==> src/rtl/pattern_fsm.sv <==
// Pattern detector: compares the last LEN accepted W-bit symbols against PATTERN,
// with a registered match pulse, a "one symbol from match" flag and a saturating match count.
module pattern_fsm #(
    parameter int unsigned      W       = 2,
    parameter int unsigned      LEN     = 4,
    parameter logic [W*LEN-1:0] PATTERN = 8'b10_11_01_10,
    parameter bit               OVERLAP = 1'b1,
    parameter int unsigned      CW      = 4
) (
    input  logic          clk,
    input  logic          rst_b,
    input  logic          en,
    input  logic          clr,
    input  logic [W-1:0]  sym,
    output logic          m,
    output logic          n,
    output logic [CW-1:0] cnt
);

    localparam int unsigned HW     = W * LEN;
    localparam int unsigned HEAD_W = W * (LEN - 1);
    localparam int unsigned FW     = $clog2(LEN + 1);

    localparam logic [FW-1:0]     FILL_FULL = FW'(LEN);
    localparam logic [FW-1:0]     FILL_NEAR = FW'(LEN - 1);
    localparam logic [HEAD_W-1:0] PAT_HEAD  = PATTERN[HW-1:W];

    logic [HW-1:0] hist_q, hist_d;
    logic [FW-1:0] fill_q, fill_d;
    logic          m_q, m_d;
    logic          n_q, n_d;
    logic [CW-1:0] cnt_q, cnt_d;

    // Candidate history/fill if the current symbol is accepted
    logic [HW-1:0] hist_acc_c;
    logic [FW-1:0] fill_acc_c;
    logic          match_c;

    assign hist_acc_c = {hist_q[HEAD_W-1:0], sym};
    assign fill_acc_c = (fill_q == FILL_FULL) ? fill_q : fill_q + FW'(1);
    assign match_c    = (fill_acc_c == FILL_FULL) && (hist_acc_c == PATTERN);

    always_comb begin
        hist_d = hist_q;
        fill_d = fill_q;
        m_d    = 1'b0;
        n_d    = n_q;
        cnt_d  = cnt_q;

        if (clr) begin
            hist_d = '0;
            fill_d = '0;
            n_d    = 1'b0;
            cnt_d  = '0;
        end else if (en) begin
            m_d = match_c;
            if (match_c && (cnt_q != {CW{1'b1}})) begin
                cnt_d = cnt_q + CW'(1);
            end
            if (match_c && !OVERLAP) begin
                hist_d = '0;
                fill_d = '0;
            end else begin
                hist_d = hist_acc_c;
                fill_d = fill_acc_c;
            end
            // n looks at the history being written, so a discarded match leaves it low
            n_d = (fill_d >= FILL_NEAR) && (hist_d[HEAD_W-1:0] == PAT_HEAD);
        end
    end

    always_ff @(posedge clk or negedge rst_b) begin
        if (!rst_b) begin
            hist_q <= '0;
            fill_q <= '0;
            m_q    <= 1'b0;
            n_q    <= 1'b0;
            cnt_q  <= '0;
        end else begin
            hist_q <= hist_d;
            fill_q <= fill_d;
            m_q    <= m_d;
            n_q    <= n_d;
            cnt_q  <= cnt_d;
        end
    end

    assign m   = m_q;
    assign n   = n_q;
    assign cnt = cnt_q;

endmodule
==> config.mk <==
export PLATFORM = sky130hd
export DESIGN_NAME = pattern_fsm
export DESIGN_NICKNAME = d
export VERILOG_FILES = /design/src/rtl/pattern_fsm.sv
export SDC_FILE = /design/constraint.sdc
export NUM_CORES = 1
export LEC_CHECK = 0
export CAP_MARGIN = 10
export CORE_AREA = 2 2 43 45
export DETAILED_ROUTE_END_ITERATION = 7
export DIE_AREA = 0 0 45 47
export GPL_TIMING_DRIVEN = 1
export PLACE_DENSITY_LB_ADDON = 0.3
export SYNTH_ARGS = -nofsm -noshare
export SYNTH_HDL_FRONTEND = slang
export SYNTH_SLANG_ARGS = --single-unit
==> constraint.sdc <==
create_clock -name clk -period 2.5 [get_ports clk]
set_input_delay 0.25 -clock clk [delete_from_list [all_inputs] [get_ports clk]]
set_output_delay 0.25 -clock clk [all_outputs]
set_load 0.005 [all_outputs]
Yosys cells after proc, flatten, opt, wreduce, memory -nomap -nowiden:

Index checks and enable logic that the tools add are counted.

* bits in registers: 15
* input port bits: 6

* add/sub/neg operators: 2
* order comparisons: 1
* eq/ne operators: 5
* muxes and demuxes: 16
* reduce and logical (&&, ||, !) cells: 6

Operators with widths (number)
* $mux W6: 4
* $mux W3: 5
* $mux W4: 3
* $eq A8 B8 Y1 const B: 1
* $eq A3 B3 Y1 const B: 2
* $eq A6 B6 Y1 const B: 1
* $add A4 B1 Y4 const B: 1
* $mux W1: 4
* $ne A4 B4 Y1 const B: 1
* $reduce_bool A2 Y1: 2
* $add A3 B1 Y3 const B: 1
* $ge A3 B2 Y1 const B: 1
* $logic_and A1 B1 Y1: 3
* $reduce_and A2 Y1: 1

Logic depth before layout (Yosys ltp):

* depth after elaboration: 8
* depth in mapped cells: 7
* gate-level depth less buffers: 7

Worst setup path before layout:

No wires, ideal clock.

* path type: flip-flop to flip-flop
* start point: reg fill_q[0]
* end point: reg cnt_q[3], in the netlist cnt[3]
* data arrival time: 2.132 ns
* required time: 2.373 ns
* slack: 0.241 ns
* cell stages (with the launch flop): 8
* clock period less this slack: 2.259 ns
* path through: dfrtp_1 inv_1 ha_1 or3b_1 a211o_1 a2111oi_2 nand4_1 mux2_1

* longest elaborated chain between the ends: 7
* elaborated cells on any way between the ends: 8
* classes of those cells: add/sub (1); eq/ne (2); mux (1); reduce/logical (4)

RTL lines
* from (decl): RTL line 29 `logic [FW-1:0] fill_q, fill_d;`
* from (signal assigned): RTL line 81 `fill_q <= fill_d;`
* $add A3 B1 Y3 or $eq A3 B3 Y1 (tied branches): RTL line 40 `assign fill_acc_c = (fill_q == FILL_FULL) ? fill_q : fill_q + FW'(1);`
* $mux W3 (*): RTL line 40
* $eq A3 B3 Y1 (*): RTL line 41 `assign match_c = (fill_acc_c == FILL_FULL) && (hist_acc_c == PATTERN);`
* $logic_and A1 B1 Y1 (*): RTL line 41
* $logic_and A1 B1 Y1 (*): RTL line 57 `if (match_c && (cnt_q != {CW{1'b1}})) begin`
* $reduce_bool A2 Y1 (no source line) (*)
* $reduce_and A2 Y1 (no source line) (*)
* to (signal assigned): RTL line 84 `cnt_q <= cnt_d;`
* to (decl): RTL line 32 `logic [CW-1:0] cnt_q, cnt_d;`

Mark *: on every way between the ends. The rest lies on a longest branch, timed or not.
A chain may end at the register's enable or synchronous reset.

Worst setup path after layout:

Ends and elaborated chain as after synthesis.

==> out/results.ini <==
[run_status]
outcome = complete, no violations

[worst_setup_path]
rr_worst_depth = 7
crit_required_ps = 2670
cp.arrival_ps = 2540
reg2reg_slack_ps = 130
rr_startpoint = fill_q[0]
cpPeakStageDelay_ps = 380
cp_top_family = compound AO/OA/AOI/OAI gates
startpoint_type = register
critPathSlowestCell = dfrtp_1
path_cells = inv_1, ha_1, or3b_1, a211o_1, a2111oi_4, nand4_1, mux2_1
endpoint_kind = register
r2r-end = cnt[3]
critical_path.max_fanout = 4
critical_path_class = reg2reg
path_buf_inv = 1

[clock_tree]
cts_tree = done
numCtsBuffers = 3
htree_levels = 1
clock_latency_ps = 280
clockBufferDepth = 2
ctsHoldBuffers = 0
cts.clk_slew.worst_paths_ps = 90
cts.sink_count = 15
cts_root_buffer = clkbuf_4

[cells_and_area]
n_antenna_cell = 0
area_delta_synth_final_pct = 21.4
layout.nets = 97
fillCellCount = 150
drive_gt1_share_pct = 8.05

[synth]
synth.most_common_cell = dfrtp_1
async_reset_ff_share_pct = 100
synthFlopType = dfrtp_1
synthMuxAreaShare_pct = 10.2
syn_inst = 73
synth_compound_area_share_pct = 14.2
synthTopCellsByArea = dfrtp_1 47%, mux2i_1 8.8%, nor2_1 5.2%
ys_types = 27
synth_top_area_cell = dfrtp_1
synth-edff-count = 0
ys_seq_area_share_pct = 47.2
syn_area_sq_um = 795
synth_xor_area_share_pct = 2.20
synthSimpleGateAreaFrac_pct = 19.1
synth_nets = 82
synth_warnings = 0
synth_seq_cells = 15
synth_top_family_by_area = simple AND/OR/NAND/NOR gates
synth_top_cell_area_share_pct = 47.2
yosys-top-cells-count = 15 x dfrtp_1, 11 x nor2_1, 7 x mux2i_1
post_synth.cell_area_avg_sq_um = 10.9
synth_fa_ha_area_share_pct = 4.72

[timing]
tns_ps = 0
relSlewSlack_pct = 55.0
worstMarginPinSlew_ps = 672
whs_ps = 369
fmax_mhz = 421
period_share_pct = 95.0
min_period_ps = 2370
setup_violations = 0
hold_viol_final = 0
clock_skew_ps = 2.52
slew_violations = 0
rsz0062_at_grt = no

[global_route]
grt_antenna_before_repair = 0
grt_pass1_wl_um = 2280
grt_pass1_vias = 511
overflow = 0
track_usage_pct = 15.7
grt_max_degree = 17

[placed_design]
io_buffers = 11
place_hpwl_um = 1030
place_congestion = 0.833

[drt]
detail-route-antenna-nets = 0
vias = 575
wl_um = 1410
viasPerCell = 5.53
dr.pass1.iters = 2
drt_iter0_markers = 1
drc_errors = 0
wl_per_cell_um = 13.6

[floorplan]
initial_core_util_pct = 48.1
ios = 12
fp.dieW_um = 45
core.rowCount = 15
die_area_sq_um = 2120
die_y_um = 47
core_sq_um = 1650

[power]
ir_drop_uv = 270
powerDensity_nw_per_um2 = 461
power.leakage_uw = 0.000401

[min_path]
hp-class = in2async

[run]
drv_cap = 0

[through the flow]
stage | instance area (sq um) | util [%] | std cells | setup WS (ps) | power (uW)
3_5_place_dp | 926 | 56.1 | 100 | 94.0 | 311
2_1_floorplan | 795 | - | 73 | 241 | 289
5_1_grt | 965 | 58.4 | 104 | 22.3 | 469
3_3_place_gp | 926 | 56.1 | 100 | 183 | 310
4_1_cts | 952 | 57.7 | 104 | 72.1 | 455
6_report | 965 | 58.4 | 104 | 126 | 444
[how the worst max path moves through the flow]
stage | start | to | slack, ps | depth (start not counted)
detailed placement | fill_q[0] | cnt[3] | 90 | 7
global placement | fill_q[0] | cnt[3] | 180 | 7
floorplan | fill_q[0] | cnt[3] | 240 | 7
global route | fill_q[0] | cnt[3] | 20 | 7
finish | fill_q[0] | cnt[3] | 130 | 7
CTS | fill_q[0] | cnt[3] | 70 | 7
[worst register-to-register path: stages, from the launching register on]
cell,delay [ps]
dfrtp_1,380
inv_1,100
ha_1,230
or3b_1,380
a211o_1,350
a2111oi_4,350
nand4_1,150
mux2_1,320
[what timing repair did]
| item | in CTS | in global routing |
|---|---|---|
| endpoints found under the setup margin | 0 | 2 |
| setup buffers | 0 | 0 |
| gates resized for setup | 0 | 1 |
[kinds of logic after synthesis]
group,after synthesis
simple gates,28
flops,15
fa+ha+maj,3
mux,8
compound gates,12
xor+xnor,2
buf+inv,5
[sequential cells by signal, summed over array words and instances, names as in the netlist]
register	cells
cnt	4
fill_q	3
hist_q	6
m	1
n	1
[routing by layer]
metal / GRT usage (%) / share of wire (%)
met2: 23.1 / 45
met5: 0 / 0
met4: 10.6 / 0.71
met3: 2.31 / 3.0
met1: 21.4 / 51
[cell type report]
| class | count | area [sq um] | share of cell area (%) |
|---|---|---|---|
| Multi-Input combinational cell | 53 | 413 | 42.8 |
| Sequential cell | 15 | 375 | 38.9 |
| Timing Repair Buffer | 12 | 118 | 12.2 |
| Clock buffer | 4 | 26.3 | 2.72 |
| Tap cell | 17 | 21.3 | 2.20 |
| Inverter | 3 | 11.3 | 1.17 |
[where the power goes]
| part | total, uW | switching (uW) | internal, uW |
|---|---|---|---|
| combinational | 51.4 | 28.4 | 23.0 |
| sequential | 255 | 5.90 | 249 |
| clock | 138 | 75.9 | 62.0 |
[cells in the final DEF, fill, tap and decap left out, types with 2 or more instances in the layout]
cell type        netlist  final
a2111oi_4              1      2
nor2_1                11     11
inv_1                  3      3
a21oi_1                5      5
clkbuf_4               0      3
nor2b_1                3      3
nand3_1                2      2
xnor2_1                2      2
ha_1                   3      3
clkdlybuf4s50_1        0     11
nand3b_1               2      2
mux2i_1                7      7
nand2_1                3      3
dfrtp_1               15     15
Power figures use the tool's default switching activity.
